[src/rtl/mult_share_arbiter.sv]
// Round-robin arbiter sharing one combinational multiplier among N_REQ requesters.
// The pipeline has two stages: an operand register (p1) and a result register (p2).

module mydesign_comb #(
  parameter int N_IN  = 2,
  parameter int N_OUT = 4
) (
  input  logic [N_IN-1:0]  a,
  input  logic [N_IN-1:0]  b,
  output logic [N_OUT-1:0] y
);
  assign y = N_OUT'(a) * N_OUT'(b);
endmodule

module mult_share_arbiter #(
  parameter int N_IN  = 2,
  parameter int N_OUT = 4,
  parameter int N_REQ = 4,
  localparam int ID_W = $clog2(N_REQ)
) (
  input  logic                  clk_ci,
  input  logic                  rst_ni,
  input  logic [N_REQ-1:0]      req_valid_i,
  output logic [N_REQ-1:0]      req_ready_o,
  input  logic [N_REQ*N_IN-1:0] req_a_i,
  input  logic [N_REQ*N_IN-1:0] req_b_i,
  output logic                  resp_valid_o,
  input  logic                  resp_ready_i,
  output logic [ID_W-1:0]       resp_id_o,
  output logic [N_OUT-1:0]      resp_result_o,
  output logic                  busy_o
);

  if (N_OUT != 2 * N_IN) begin : g_bad_width
    $error("mult_share_arbiter: N_OUT must equal 2*N_IN");
  end
  if (N_REQ < 2 || N_REQ > 16) begin : g_bad_nreq
    $error("mult_share_arbiter: N_REQ must be in 2..16");
  end

  function automatic logic [ID_W-1:0] wrap_inc(input logic [ID_W-1:0] idx);
    if (int'(idx) == N_REQ - 1) wrap_inc = '0;
    else                        wrap_inc = idx + ID_W'(1);
  endfunction

  logic [ID_W-1:0]  ptr;
  logic             grant_vld;
  logic [ID_W-1:0]  grant_id;
  logic             adv_p1, adv_p2, xfer;

  logic             vld_p1;
  logic [N_IN-1:0]  a_p1, b_p1;
  logic [ID_W-1:0]  id_p1;

  logic             vld_p2;
  logic [N_OUT-1:0] result_p2;
  logic [ID_W-1:0]  id_p2;

  logic [N_OUT-1:0] mult_y;

  assign adv_p2 = !vld_p2 || resp_ready_i;
  assign adv_p1 = !vld_p1 || adv_p2;
  assign xfer   = rst_ni && adv_p1 && grant_vld;

  // Rotating priority search starting at ptr
  always_comb begin
    int unsigned j;
    j         = 0;
    grant_vld = 1'b0;
    grant_id  = '0;
    for (int i = 0; i < N_REQ; i++) begin
      j = int'(ptr) + i;
      if (j >= N_REQ) j = j - N_REQ;
      if (!grant_vld && req_valid_i[j]) begin
        grant_vld = 1'b1;
        grant_id  = ID_W'(j);
      end
    end
  end

  assign req_ready_o = xfer ? (N_REQ'(1) << grant_id) : '0;

  (* dont_touch = "true" *)
  mydesign_comb #(.N_IN(N_IN), .N_OUT(N_OUT)) u_mult (
    .a (a_p1),
    .b (b_p1),
    .y (mult_y)
  );

  always_ff @(posedge clk_ci) begin
    if (!rst_ni) begin
      ptr       <= '0;
      vld_p1    <= 1'b0;
      a_p1      <= '0;
      b_p1      <= '0;
      id_p1     <= '0;
      vld_p2    <= 1'b0;
      result_p2 <= '0;
      id_p2     <= '0;
    end else begin
      // Stage boundary: request -> operand register
      if (adv_p1) begin
        vld_p1 <= xfer;
        if (xfer) begin
          a_p1  <= req_a_i[int'(grant_id)*N_IN +: N_IN];
          b_p1  <= req_b_i[int'(grant_id)*N_IN +: N_IN];
          id_p1 <= grant_id;
          ptr   <= wrap_inc(grant_id);
        end
      end
      // Stage boundary: operand register -> result register
      if (adv_p2) begin
        vld_p2 <= vld_p1;
        if (vld_p1) begin
          result_p2 <= mult_y;
          id_p2     <= id_p1;
        end
      end
    end
  end

  assign resp_valid_o  = vld_p2;
  assign resp_id_o     = id_p2;
  assign resp_result_o = result_p2;
  assign busy_o        = vld_p1 | vld_p2;

endmodule

[config.mk]
export PLATFORM = sky130hd
export DESIGN_NAME = mult_share_arbiter
export DESIGN_NICKNAME = d
export VERILOG_FILES = /design/src/rtl/mult_share_arbiter.sv
export SDC_FILE = /design/constraint.sdc
export NUM_CORES = 1
export LEC_CHECK = 0
export ABC_AREA = 0
export CORE_MARGIN = 1.5
export CORE_UTILIZATION = 38
export CTS_BUF_LIST = sky130_fd_sc_hd__clkbuf_16
export DETAILED_ROUTE_END_ITERATION = 12
export PLACE_DENSITY = 0.85
export SYNTH_ARGS = -nofsm -noshare
export SYNTH_HDL_FRONTEND = slang
export SYNTH_SLANG_ARGS = --single-unit
export TNS_END_PERCENT = 5
[constraint.sdc]
create_clock -name clk_ci -period 1.8 [get_ports clk_ci]
set_input_delay 0.18 -clock clk_ci [delete_from_list [all_inputs] [get_ports clk_ci]]
set_output_delay 0.18 -clock clk_ci [all_outputs]
set_load 0.005 [all_outputs]
==> impl_metrics.prom, run 1 <==
# TYPE chip_impl_metric gauge
chip_impl_metric{name="wire_length_of_the_first_global_routing_pass",unit="um"} 5250
chip_impl_metric{name="synth-compound-area-share",unit="%"} 20.3
chip_impl_metric{name="power_frac_seq",unit="%"} 29.4
chip_impl_metric{name="yosys_register_bits",unit=""} 16
chip_impl_info{name="critPathMostFrequentCell",value="sky130_fd_sc_hd__buf_6"} 1
chip_impl_metric{name="placement_rows",unit=""} 17
chip_impl_metric{name="dp_hpwl",unit="um"} 2140
chip_impl_info{name="hold_path_class",value="reg2reg"} 1
chip_impl_metric{name="cp_slowest_stage_delay",unit="ns"} 0.36
chip_impl_metric{name="drt_iter0_markers",unit=""} 24
chip_impl_metric{name="final_util",unit="%"} 71.5
chip_impl_metric{name="placedCellCount",unit=""} 186
chip_impl_metric{name="slew_violations",unit=""} 0
chip_impl_metric{name="power_switching_share",unit="%"} 30.7
chip_impl_info{name="clockRootBuffer",value="sky130_fd_sc_hd__clkbuf_16"} 1
chip_impl_metric{name="avgSynthCellArea",unit="sq um"} 8.57
chip_impl_metric{name="worst_pin_slew",unit="ns"} 0.375
chip_impl_metric{name="pwr-share-comb",unit="%"} 42.8
chip_impl_metric{name="whs",unit="ns"} 0.506
chip_impl_metric{name="layout_min_cycle_time",unit="ns"} 1.85
chip_impl_metric{name="wl_per_cell",unit="um"} 17.2
chip_impl_metric{name="drt_pass_1_iters",unit=""} 4
chip_impl_metric{name="number_of_routed_nets_with_antenna_violations",unit=""} 0
chip_impl_metric{name="synth_top_cell_area_share",unit="%"} 34.9
chip_impl_metric{name="globalplace.congestion",unit=""} 0.836
chip_impl_metric{name="design.die.area",unit="sq mm"} 0.00272
chip_impl_metric{name="cts_inserted_buffers",unit=""} 3
chip_impl_metric{name="post_layout_nonfiller_instances",unit=""} 193
chip_impl_info{name="worstSetupStartpointType",value="flip-flop"} 1
chip_impl_metric{name="buffer_ports.inserted",unit=""} 34
chip_impl_metric{name="timing.final.setup_violations",unit=""} 5
chip_impl_metric{name="final_cell_area",unit="sq mm"} 0.00161
chip_impl_metric{name="viasPerCell",unit=""} 5.64
chip_impl_metric{name="vdd_ir_drop_max",unit="V"} 0.000889
chip_impl_metric{name="p_per_area",unit="mW/mm^2"} 968
chip_impl_info{name="synth.largest_area_cell",value="sky130_fd_sc_hd__dfxtp_1"} 1
chip_impl_metric{name="start_util",unit="%"} 40.7
chip_impl_info{name="failed_checks",value="setup timing"} 1
chip_impl_metric{name="finalCritPeriodShare",unit="%"} 103
chip_impl_metric{name="synth-adder-area-share",unit="%"} 4.09
chip_impl_metric{name="via_count_of_the_first_global_routing_pass",unit=""} 1165
chip_impl_metric{name="netlist_instances",unit=""} 107
chip_impl_metric{name="worst_slack",unit="ns"} -0.0460
chip_impl_metric{name="timing.max_cap.violations",unit=""} 0
chip_impl_metric{name="crit_required",unit="ns"} 1.93
chip_impl_info{name="run_status",value="complete, but fails checks"} 1
chip_impl_metric{name="critical_path_peak_fanout",unit=""} 8
chip_impl_info{name="rsz0062_at_grt",value="yes"} 1
chip_impl_metric{name="multiplexer_share_of_the_synthesized_area",unit="%"} 5.46
chip_impl_metric{name="design.portCount",unit=""} 35
chip_impl_metric{name="clock_power_share",unit="%"} 27.8
chip_impl_metric{name="totalWireLength",unit="um"} 3310
chip_impl_metric{name="antenna_found_initial",unit=""} 0
chip_impl_metric{name="dpl-instance-area",unit="sq mm"} 0.00144
chip_impl_metric{name="timing_hold_violations_final",unit=""} 0
chip_impl_metric{name="dieHeight",unit="um"} 52.1
chip_impl_metric{name="antennaDiodeCount",unit=""} 0
chip_impl_metric{name="ctsHtreeMaxLevel",unit=""} 1
chip_impl_info{name="highest_delay_cell_along_the_critical_path",value="sky130_fd_sc_hd__dfxtp_2"} 1
chip_impl_metric{name="intPower",unit="uW"} 1080
chip_impl_metric{name="pin_count_of_the_biggest_net_entering_global_routing",unit=""} 11
chip_impl_metric{name="final_net_count",unit=""} 192
chip_impl_info{name="synth_top_cells_by_area",value="sky130_fd_sc_hd__dfxtp_1, sky130_fd_sc_hd__mux2i_1, sky130_fd_sc_hd__nor2b_1"} 1
chip_impl_metric{name="synth_seq_area_share",unit="%"} 34.9
chip_impl_metric{name="max-clock-path-buffers",unit=""} 2
chip_impl_metric{name="synth-xor-area-share",unit="%"} 0
chip_impl_metric{name="clock.fmax",unit="MHz"} 542
chip_impl_metric{name="drive_above_1_share",unit="%"} 30.9
chip_impl_metric{name="grt_usage",unit="%"} 27.2
chip_impl_metric{name="layout_overhead_on_the_synthesized_area",unit="%"} 75.7
chip_impl_info{name="setup.worst_path.class",value="reg2reg"} 1
chip_impl_metric{name="drcViolationCount",unit=""} 0
chip_impl_metric{name="skew",unit="ns"} 0.00244
chip_impl_metric{name="synthesis.yosys.warnings",unit=""} 0
chip_impl_metric{name="p_switching",unit="uW"} 479
chip_impl_metric{name="synthDistinctLibCells",unit=""} 29
chip_impl_info{name="cp-end-kind",value="flip-flop"} 1
chip_impl_metric{name="relSlewSlack",unit="%"} 75.0
chip_impl_metric{name="clkLatencyLatePin",unit="ns"} 0.25
chip_impl_metric{name="tritoncts_num_sinks",unit=""} 16
chip_impl_metric{name="design.core.area",unit="sq mm"} 0.00225
chip_impl_metric{name="grt_overflow_total",unit=""} 0
chip_impl_metric{name="routed-via-count",unit=""} 1089
chip_impl_metric{name="clk_transition_reported_paths",unit="ns"} 0.05
chip_impl_metric{name="mappedNetlistArea",unit="sq um"} 917
chip_impl_metric{name="synth-simple-area-share",unit="%"} 31.5
chip_impl_info{name="timing.critical_path.cells",value="buf_6, nand2b_4, nand4b_1, buf_6, and3_1, a211o_1, a32o_1"} 1
chip_impl_metric{name="fp.dieW",unit="um"} 52.1
chip_impl_metric{name="cp_data_arrival_time",unit="ns"} 1.98
chip_impl_metric{name="detailedPlace.worstSlack",unit="ns"} -0.540
chip_impl_metric{name="syn_nets",unit=""} 133
chip_impl_info{name="clock_tree_from_tritoncts",value="built"} 1
chip_impl_metric{name="cellLeakagePower",unit="uW"} 0.000720
chip_impl_info{name="combinational_family_with_the_most_area_after_synthesis",value="simple AND/OR/NAND/NOR gates"} 1
## state kept, by name, indices dropped and copies added (netlist names)
name / cells
resp_result_o: 4
a_p1: 2
b_p1: 2
id_p1: 2
ptr: 2
resp_id_o: 2
resp_valid_o: 1
vld_p1: 1
## layer usage
layer | vias up | track usage [%] | routed length (um)
li1 | 510 | - | -
met2 | 51 | 50.6 | 1750
met3 | 11 | 6.03 | 172
met4 | 0 | 14.0 | 105
met1 | 517 | 27.8 | 1290
met5 | - | 0 | 0
## stage by stage
step | total power, uW | setup TNS [ns]
floorplan | 722 | 0
global placement | 967 | -3.20
detailed placement | 993 | -3.80
CTS | 1510 | -0.224
global route | 1620 | -0.332
finish | 1560 | -0.125
## cell usage in the layout, fill, tap and decap left out, types with 2 or more instances in the layout
| master | n |
|---|---|
| sky130_fd_sc_hd__a211o_1 | 4 |
| sky130_fd_sc_hd__a21boi_0 | 3 |
| sky130_fd_sc_hd__a31oi_1 | 4 |
| sky130_fd_sc_hd__a32o_1 | 4 |
| sky130_fd_sc_hd__and2_1 | 4 |
| sky130_fd_sc_hd__and3_1 | 4 |
| sky130_fd_sc_hd__buf_2 | 2 |
| sky130_fd_sc_hd__buf_4 | 21 |
| sky130_fd_sc_hd__buf_6 | 4 |
| sky130_fd_sc_hd__clkbuf_16 | 3 |
| sky130_fd_sc_hd__clkbuf_2 | 2 |
| sky130_fd_sc_hd__clkdlybuf4s50_1 | 26 |
| sky130_fd_sc_hd__dfxtp_1 | 14 |
| sky130_fd_sc_hd__dlygate4sd2_1 | 3 |
| sky130_fd_sc_hd__ha_1 | 3 |
| sky130_fd_sc_hd__mux2i_1 | 5 |
| sky130_fd_sc_hd__nand2_1 | 8 |
| sky130_fd_sc_hd__nand2b_1 | 4 |
| sky130_fd_sc_hd__nand3_1 | 6 |
| sky130_fd_sc_hd__nor2_1 | 2 |
| sky130_fd_sc_hd__nor2b_1 | 6 |
| sky130_fd_sc_hd__nor2b_4 | 2 |
| sky130_fd_sc_hd__o21ai_0 | 6 |
## repair_timing
action,4_1_cts,5_1_grt
endpoints found under the setup margin,8,8
resized for setup,33,10
buffers inserted,3,0
pin swaps,5,6
hold buffers,0,0
## synth_stat cells
cell type,n
sky130_fd_sc_hd__a211o_1,4
sky130_fd_sc_hd__a21boi_0,4
sky130_fd_sc_hd__a21o_1,1
sky130_fd_sc_hd__a21oi_1,1
sky130_fd_sc_hd__a31oi_1,4
sky130_fd_sc_hd__a32o_1,4
sky130_fd_sc_hd__and2_1,5
sky130_fd_sc_hd__and3_1,5
sky130_fd_sc_hd__and4b_1,1
sky130_fd_sc_hd__buf_6,1
sky130_fd_sc_hd__clkbuf_1,5
sky130_fd_sc_hd__dfxtp_1,16
sky130_fd_sc_hd__ha_1,3
sky130_fd_sc_hd__inv_1,1
sky130_fd_sc_hd__mux2i_1,5
sky130_fd_sc_hd__nand2_1,10
sky130_fd_sc_hd__nand2b_1,5
sky130_fd_sc_hd__nand3_1,6
sky130_fd_sc_hd__nand4b_1,1
sky130_fd_sc_hd__nor2_1,3
sky130_fd_sc_hd__nor2b_1,7
sky130_fd_sc_hd__nor2b_4,1
sky130_fd_sc_hd__nor3_1,2
sky130_fd_sc_hd__nor4_1,2
sky130_fd_sc_hd__o21a_1,1
sky130_fd_sc_hd__o21ai_0,6
sky130_fd_sc_hd__o22ai_1,1
sky130_fd_sc_hd__or2_2,1
sky130_fd_sc_hd__or4_4,1
## power by group through the flow
stage | registers (uW) | clock network (uW) | logic (uW)
4_1_cts | 456 | 431 | 624
3_5_place_dp | 463 | 0 | 531
3_3_place_gp | 458 | 0 | 509
6_report | 459 | 433 | 667
2_1_floorplan | 452 | 0 | 270
5_1_grt | 463 | 440 | 716
## worst paths after layout
path | to | cells after the start | from | slack [ns]
setup / recovery | a_p1[1] | 7 | ptr[0] | -0.05
hold / removal | id_p1[0] | 2 | id_p1[0] | 0.51
setup reg to reg | a_p1[1] | 7 | ptr[0] | -0.05
hold reg to reg | id_p1[0] | 2 | id_p1[0] | 0.51
## logic make-up after synthesis
family / Yosys count
DFF: 16
muxes: 5
buffers and inverters: 7
and+or+nand+nor: 50
AOI/OAI and AO/OA: 26
adders and majority gates: 3
## critical path: cells and delay by family (launching register included)
kind | cells | cell delay [ns]
buffers and inverters | 2 | 0.35
flip-flops | 1 | 0.36
AO/OA/AOI/OAI | 2 | 0.48
AND/OR/NAND/NOR | 3 | 0.54
## final cells by class
cell class | count | area, sq um
multi-input combinational | 84 | 629
clock inverter | 1 | 3.75
inverter | 1 | 3.75
clock buffer | 3 | 75.1
tap | 28 | 35.0
sequential | 16 | 325
timing repair buffer | 60 | 539
fill | 153 | 643
Power figures use the tool's default switching activity.
==> run 2, diff against run 1 <==
--- a/config.mk
+++ b/config.mk
@@ -7,10 +7,11 @@
 export LEC_CHECK = 0
 export ABC_AREA = 0
 export CORE_MARGIN = 1.5
-export CORE_UTILIZATION = 38
+export CORE_UTILIZATION = 46
 export CTS_BUF_LIST = sky130_fd_sc_hd__clkbuf_16
+export CTS_CLUSTER_SIZE = 8
 export DETAILED_ROUTE_END_ITERATION = 12
-export PLACE_DENSITY = 0.85
+export PLACE_DENSITY = 0.94
 export SYNTH_ARGS = -nofsm -noshare
 export SYNTH_HDL_FRONTEND = slang
 export SYNTH_SLANG_ARGS = --single-unit
==> constraint.sdc (replaced) <==
create_clock -name clk_ci -period 2.15 [get_ports clk_ci]
set_input_delay 0.215 -clock clk_ci [delete_from_list [all_inputs] [get_ports clk_ci]]
set_output_delay 0.215 -clock clk_ci [all_outputs]
set_load 0.005 [all_outputs]
==> run 2 against run 1 <==
Net effect: the flow now finishes without violations; final cell count is 5.7% lower; first-iteration DRC count increased by 4.2%; sequential cell count is the same; critical endpoint is now req_ready_o[2]; sequential power down 15%; register-to-register slack better by 0.24 ns; largest power group unchanged; global-route usage decreased by 0.095 points; clock power fell by 16%; largest cell class unchanged; worst setup slack improved by 0.079 ns.
==> impl_metrics.prom, run 2 (synthesis gave the netlist of run 1 again) <==
# TYPE chip_impl_metric gauge
chip_impl_info{name="run_status",value="finished clean"} 1
chip_impl_metric{name="globalplace.congestion",unit=""} 0.785
chip_impl_info{name="cp-end-kind",value="output pin"} 1
chip_impl_metric{name="design.core.area",unit="sq mm"} 0.00180
chip_impl_metric{name="clk_transition_reported_paths",unit="ns"} 0.05
chip_impl_info{name="clockRootBuffer",value="sky130_fd_sc_hd__clkbuf_16"} 1
chip_impl_metric{name="final_cell_area",unit="sq mm"} 0.00149
chip_impl_metric{name="critical_path_peak_fanout",unit=""} 3
chip_impl_metric{name="finalCritPeriodShare",unit="%"} 98.5
chip_impl_info{name="clock_tree_from_tritoncts",value="built"} 1
chip_impl_metric{name="worst_pin_slew",unit="ns"} 0.505
chip_impl_metric{name="cellLeakagePower",unit="uW"} 0.000665
chip_impl_metric{name="skew",unit="ns"} 0.00442
chip_impl_metric{name="layout_overhead_on_the_synthesized_area",unit="%"} 62.3
chip_impl_metric{name="largest_register_ff_count",unit=""} 4
chip_impl_metric{name="tritoncts_num_sinks",unit=""} 16
chip_impl_metric{name="placement_rows",unit=""} 15
chip_impl_metric{name="cts_inserted_buffers",unit=""} 3
chip_impl_metric{name="relSlewSlack",unit="%"} 66.0
chip_impl_metric{name="dieHeight",unit="um"} 47.7
chip_impl_metric{name="clkLatencyLatePin",unit="ns"} 0.25
chip_impl_metric{name="grt_overflow_total",unit=""} 0
chip_impl_metric{name="fp.dieW",unit="um"} 47.7
chip_impl_metric{name="cts.hold.buffers_added",unit=""} 0
chip_impl_metric{name="worst_slack",unit="ns"} 0.0325
chip_impl_metric{name="detailedPlace.worstSlack",unit="ns"} -0.285
chip_impl_metric{name="crit_required",unit="ns"} 1.93
chip_impl_info{name="final_common_cell",value="sky130_fd_sc_hd__clkdlybuf4s50_1"} 1
chip_impl_metric{name="wire_length_of_the_first_global_routing_pass",unit="um"} 4180
chip_impl_info{name="layout_common_cells",value="sky130_fd_sc_hd__clkdlybuf4s50_1, sky130_fd_sc_hd__buf_4, sky130_fd_sc_hd__dfxtp_1, sky130_fd_sc_hd__nand2_1, sky130_fd_sc_hd__nor2b_1"} 1
chip_impl_metric{name="pin_count_of_the_biggest_net_entering_global_routing",unit=""} 16
chip_impl_metric{name="p_per_area",unit="mW/mm^2"} 796
chip_impl_metric{name="timing.final.setup_violations",unit=""} 0
chip_impl_metric{name="timing_hold_violations_final",unit=""} 0
chip_impl_metric{name="wl_per_cell",unit="um"} 15.3
chip_impl_metric{name="drt_iter0_markers",unit=""} 25
chip_impl_metric{name="final_net_count",unit=""} 184
chip_impl_metric{name="totalWireLength",unit="um"} 2790
chip_impl_metric{name="vdd_ir_drop_max",unit="V"} 0.000839
chip_impl_metric{name="whs",unit="ns"} 0.501
chip_impl_metric{name="max-clock-path-buffers",unit=""} 2
chip_impl_metric{name="dpl-instance-area",unit="sq mm"} 0.00139
chip_impl_info{name="rsz0062_at_grt",value="yes"} 1
chip_impl_metric{name="clock.fmax",unit="MHz"} 472
chip_impl_info{name="worstSetupStartpointType",value="input port"} 1
chip_impl_metric{name="cp_data_arrival_time",unit="ns"} 1.90
chip_impl_metric{name="drive_above_1_share",unit="%"} 19.1
chip_impl_metric{name="layout_min_cycle_time",unit="ns"} 2.12
chip_impl_metric{name="buffer_ports.inserted",unit=""} 34
chip_impl_metric{name="ctsHtreeMaxLevel",unit=""} 1
chip_impl_metric{name="timing.max_cap.violations",unit=""} 0
chip_impl_metric{name="antenna_found_initial",unit=""} 0
chip_impl_metric{name="drcViolationCount",unit=""} 0
chip_impl_metric{name="slew_violations",unit=""} 0
chip_impl_metric{name="design.die.area",unit="sq mm"} 0.00227
chip_impl_metric{name="via_count_of_the_first_global_routing_pass",unit=""} 1024
chip_impl_metric{name="viasPerCell",unit=""} 5.59
chip_impl_metric{name="number_of_routed_nets_with_antenna_violations",unit=""} 0
chip_impl_metric{name="design.portCount",unit=""} 35
chip_impl_metric{name="antennaDiodeCount",unit=""} 0
chip_impl_metric{name="drt_pass_1_iters",unit=""} 4
chip_impl_metric{name="routed-via-count",unit=""} 1017
chip_impl_metric{name="dp_hpwl",unit="um"} 1900
chip_impl_metric{name="grt_usage",unit="%"} 27.1
chip_impl_metric{name="start_util",unit="%"} 50.9
chip_impl_info{name="hold_path_class",value="reg2reg"} 1
chip_impl_info{name="setup.worst_path.class",value="in2out"} 1
chip_impl_metric{name="fillers",unit=""} 117
run 2: cell count changes in the layout (fill, tap and decap cells not counted), sizes merged:
| cell | before | now |
|---|---|---|
| clkdlybuf4s50 | 26 | 29 |
| dlygate4sd2 | 3 | 2 |
| buf | 28 | 18 |
| clkbuf | 5 | 4 |
| dlymetal6s2s | 0 | 1 |
run 2: worst max-delay path, cell delays in order:
cell                              delay [ns]
sky130_fd_sc_hd__clkdlybuf4s50_1        0.42
sky130_fd_sc_hd__buf_4                  0.15
sky130_fd_sc_hd__a21o_1                 0.19
sky130_fd_sc_hd__a21boi_2               0.15
sky130_fd_sc_hd__o22ai_1                0.10
sky130_fd_sc_hd__buf_4                  0.15
sky130_fd_sc_hd__buf_4                  0.13
sky130_fd_sc_hd__nor3_2                 0.17
sky130_fd_sc_hd__clkdlybuf4s15_1        0.23
run 2: where the power goes:
group	switching, uW	total, uW	internal (uW)
Clock	115	362	247
Combinational	194	433	240
Sequential	47.9	391	343
run 2: area by class of cell:
class                   count  area [sq um]  share of cell area [%]
well taps                  25          31.3                    2.10
clock buffers               3          75.1                    5.04
multi-input cells          84           584                    39.2
clock inverters             1          3.75                   0.252
repair buffers             52           470                    31.6
flip-flops and latches     16           320                    21.5
inverters                   1          3.75                   0.252
run 2: stage by stage:
stage / util [%] / TNS [ns] / total power (uW) / cells
final: 82.6 / 0 / 1190 / 182
after global routing: 82.6 / -0.00983 / 1250 / 182
after CTS: 81.7 / -0.151 / 1170 / 181
after detailed placement: 76.9 / -1.05 / 797 / 177
after global placement: 76.9 / -0.735 / 776 / 177
after floorplan: - / 0 / 604 / 107
run 2: path summary, 6_finish.rpt:
kind	slack, ns	to	depth (start not counted)	start
worst max-delay path	0.03	req_ready_o[2]	9	req_valid_i[0]
worst min-delay path	0.50	id_p1[0]	2	id_p1[0]
worst max register to register	0.19	a_p1[0]	6	ptr[0]
worst min register to register	0.50	id_p1[0]	2	id_p1[0]
run 2: per-layer routing:
layer | share of wire (%) | up-vias | track usage (%)
met3 | 5.3 | 6 | 7.92
met1 | 40 | 470 | 27.7
met2 | 53 | 48 | 51.6
met5 | 0 | - | 0
li1 | - | 493 | -
met4 | 1.5 | 0 | 9.73
run 2: what timing repair did:
action                                  4_1_cts  5_1_grt
pin swaps                                     1        1
cloned                                        0        0
buffers inserted                              0        1
gates resized for setup                       7        7
endpoints found under the setup margin        4        3
==> run 3, diff against run 2 <==
--- a/config.mk
+++ b/config.mk
@@ -7,11 +7,11 @@
 export LEC_CHECK = 0
 export ABC_AREA = 0
 export CORE_MARGIN = 1.5
-export CORE_UTILIZATION = 46
+export CORE_UTILIZATION = 30
 export CTS_BUF_LIST = sky130_fd_sc_hd__clkbuf_16
 export CTS_CLUSTER_SIZE = 8
 export DETAILED_ROUTE_END_ITERATION = 12
-export PLACE_DENSITY = 0.94
+export PLACE_DENSITY = 0.69
 export SYNTH_ARGS = -nofsm -noshare
 export SYNTH_HDL_FRONTEND = slang
 export SYNTH_SLANG_ARGS = --single-unit
==> run 3 against run 2 <==
Net effect: sequential power down 4%; critical path type unchanged; first-iteration DRC count up 12%; the run now ends with DRC left; count of clock-buffer cells in the layout unchanged; worst setup slack better by 0.029 ns; sequential share of layout area down 0.92 points; routed wire length down 14%; via count down 2.9%; largest power group unchanged; sequential cell count unchanged; clock skew down 0.0030 ns; die area up 50%; design area up 4.5%.
==> impl_metrics.prom, run 3 (synthesis gave the netlist of run 1 again) <==
# TYPE chip_impl_metric gauge
chip_impl_metric{name="power_frac_seq",unit="%"} 31.7
chip_impl_metric{name="routed-via-count",unit=""} 987
chip_impl_info{name="rsz0062_at_grt",value="yes"} 1
chip_impl_metric{name="grt_overflow_total",unit=""} 0
chip_impl_metric{name="gr-usage-met3",unit="%"} 3.08
chip_impl_metric{name="globalRouteMet2Util",unit="%"} 24.6
chip_impl_metric{name="skew",unit="ns"} 0.00147
chip_impl_metric{name="wl_per_cell",unit="um"} 12.5
chip_impl_metric{name="drive_above_1_share",unit="%"} 22.2
chip_impl_metric{name="cp_slowest_stage_delay",unit="ns"} 0.51
chip_impl_metric{name="cts_inserted_buffers",unit=""} 3
chip_impl_metric{name="pwr-share-comb",unit="%"} 38.2
chip_impl_metric{name="wire_length_of_the_first_global_routing_pass",unit="um"} 4150
chip_impl_metric{name="fp.dieW",unit="um"} 58.3
chip_impl_metric{name="final_cell_area",unit="sq mm"} 0.00156
chip_impl_metric{name="cp_data_arrival_time",unit="ns"} 1.87
chip_impl_metric{name="drt_iter0_markers",unit=""} 28
chip_impl_info{name="grt.busiest_layer",value="met2"} 1
chip_impl_metric{name="grt_usage",unit="%"} 15.7
chip_impl_metric{name="whs",unit="ns"} 0.473
chip_impl_metric{name="design.portCount",unit=""} 35
chip_impl_metric{name="cellLeakagePower",unit="uW"} 0.000697
chip_impl_metric{name="p_per_area",unit="mW/mm^2"} 764
chip_impl_metric{name="tritoncts_num_sinks",unit=""} 16
chip_impl_info{name="highest_delay_cell_along_the_critical_path",value="sky130_fd_sc_hd__clkdlybuf4s50_1"} 1
chip_impl_metric{name="timing_hold_violations_final",unit=""} 0
chip_impl_metric{name="layout_overhead_on_the_synthesized_area",unit="%"} 69.6
chip_impl_metric{name="globalplace.congestion",unit=""} 0.753
chip_impl_metric{name="clk_transition_reported_paths",unit="ns"} 0.05
chip_impl_metric{name="design.core.area",unit="sq mm"} 0.00283
chip_impl_info{name="run_status",value="complete, but fails checks"} 1
chip_impl_metric{name="p_switching",unit="uW"} 344
chip_impl_info{name="layout_common_cells",value="sky130_fd_sc_hd__clkdlybuf4s50_1, sky130_fd_sc_hd__buf_4, sky130_fd_sc_hd__dfxtp_1, sky130_fd_sc_hd__nand2_1, sky130_fd_sc_hd__nor2b_1"} 1
chip_impl_info{name="hold_path_class",value="reg2reg"} 1
chip_impl_info{name="setup.worst_path.class",value="in2out"} 1
chip_impl_info{name="final_common_cell",value="sky130_fd_sc_hd__clkdlybuf4s50_1"} 1
chip_impl_metric{name="clkLatencyLatePin",unit="ns"} 0.24
chip_impl_metric{name="crit_required",unit="ns"} 1.93
chip_impl_metric{name="timing.max_cap.violations",unit=""} 0
chip_impl_metric{name="dieHeight",unit="um"} 58.3
chip_impl_metric{name="relSlewSlack",unit="%"} 76.4
chip_impl_metric{name="number_of_routed_nets_with_antenna_violations",unit=""} 0
chip_impl_metric{name="design.die.area",unit="sq mm"} 0.00340
chip_impl_metric{name="critical_path_peak_fanout",unit=""} 3
chip_impl_metric{name="viasPerCell",unit=""} 5.11
chip_impl_metric{name="drt_pass_1_iters",unit=""} 8
chip_impl_metric{name="via_count_of_the_first_global_routing_pass",unit=""} 974
chip_impl_metric{name="vdd_ir_drop_max",unit="V"} 0.000315
chip_impl_info{name="clock_tree_from_tritoncts",value="built"} 1
chip_impl_metric{name="totalWireLength",unit="um"} 2410
chip_impl_metric{name="met1_routing_resource_usage_after_global_routing",unit="%"} 21.0
chip_impl_metric{name="dp_hpwl",unit="um"} 1880
chip_impl_info{name="cp-end-kind",value="output pin"} 1
chip_impl_info{name="worstSetupStartpointType",value="input port"} 1
chip_impl_info{name="clockRootBuffer",value="sky130_fd_sc_hd__clkbuf_16"} 1
chip_impl_metric{name="slew_violations",unit=""} 0
chip_impl_metric{name="dpl-instance-area",unit="sq mm"} 0.00143
chip_impl_metric{name="layout_min_cycle_time",unit="ns"} 2.09
chip_impl_metric{name="final_net_count",unit=""} 189
chip_impl_metric{name="ctsHtreeMaxLevel",unit=""} 1
chip_impl_metric{name="placement_rows",unit=""} 19
chip_impl_info{name="timing.critical_path.cells",value="clkdlybuf4s50_1, nor2_2, or4_4, nand2_4, ha_1, and3_1, dlygate4sd2_1"} 1
chip_impl_metric{name="largest_register_ff_count",unit=""} 4
chip_impl_metric{name="buffer_ports.inserted",unit=""} 34
chip_impl_metric{name="start_util",unit="%"} 32.4
chip_impl_metric{name="clock_power_share",unit="%"} 30.1
chip_impl_metric{name="finalCritPeriodShare",unit="%"} 97.1
chip_impl_metric{name="antenna_found_initial",unit=""} 0
chip_impl_metric{name="drcViolationCount",unit=""} 4
chip_impl_metric{name="antennaDiodeCount",unit=""} 0
chip_impl_metric{name="power_switching_share",unit="%"} 29.0
chip_impl_metric{name="worst_pin_slew",unit="ns"} 0.354
chip_impl_metric{name="max-clock-path-buffers",unit=""} 2
chip_impl_metric{name="pin_count_of_the_biggest_net_entering_global_routing",unit=""} 13
chip_impl_metric{name="clock.fmax",unit="MHz"} 479
chip_impl_info{name="failed_checks",value="DRC"} 1
chip_impl_metric{name="intPower",unit="uW"} 844
chip_impl_metric{name="timing.final.setup_violations",unit=""} 0
run 3: changes by cell type in the layout (fill, tap and decap cells not counted), sizes merged:
cell           before  now
buf                18   23
clkbuf              4    3
clkdlybuf4s15       1    0
dlygate4sd2         2    4
run 3: worst paths after layout:
path | startpoint | endpoint | slack (ns) | cells past startpoint
worst max register to register | ptr[0] | b_p1[0] | 0.19 | 6
worst min register to register | id_p1[0] | id_p1[0] | 0.47 | 2
worst max-delay path | req_valid_i[1] | req_ready_o[3] | 0.06 | 7
worst min-delay path | id_p1[0] | id_p1[0] | 0.47 | 2
run 3: layout make-up:
cell class	count	area (sq um)
Clock buffer	3	75.1
Inverter	1	3.75
Timing Repair Buffer	57	510
Sequential cell	16	320
Fill cell	260	1270
Tap cell	31	38.8
Multi-Input combinational cell	84	603
Clock inverter	1	3.75
run 3: timing repair:
action / in CTS / in global routing
gates resized for setup: 12 / 3
pin swaps: 1 / 1
endpoints found under the setup margin: 4 / 3
buffers inserted: 1 / 0
hold buffers: 0 / 0
run 3: layer usage:
layer	part of all wire (%)	wire length, um
met5	0	0
met4	1.1	27
met3	5.7	137
met1	47	1130
met2	46	1110
run 3: per-stage QoR:
stage	std cells	setup WS, ns	TNS [ns]	power [uW]	utilization (%)
6_report	193	0.0613	0	1190	55.0
5_1_grt	193	-0.0181	-0.0336	1270	55.0
2_1_floorplan	107	0.376	0	604	-
4_1_cts	193	0.0390	0	1200	54.6
3_3_place_gp	188	-0.240	-0.963	801	50.6
3_5_place_dp	188	-0.255	-1.04	811	50.6
run 3: critical path, delay by kind of cell:
kind,cells,cell delay (ns)
buffers and inverters,2,0.74
adder cells (fa/ha/maj),1,0.14
AND/OR/NAND/NOR,4,0.78
run 3: power by group through the flow:
stage               registers, uW  logic (uW)  clock network [uW]
finish                        377         454                 358
global route                  385         504                 380
CTS                           377         450                 369
detailed placement            382         429                   0
global placement              380         422                   0
floorplan                     378         226                   0
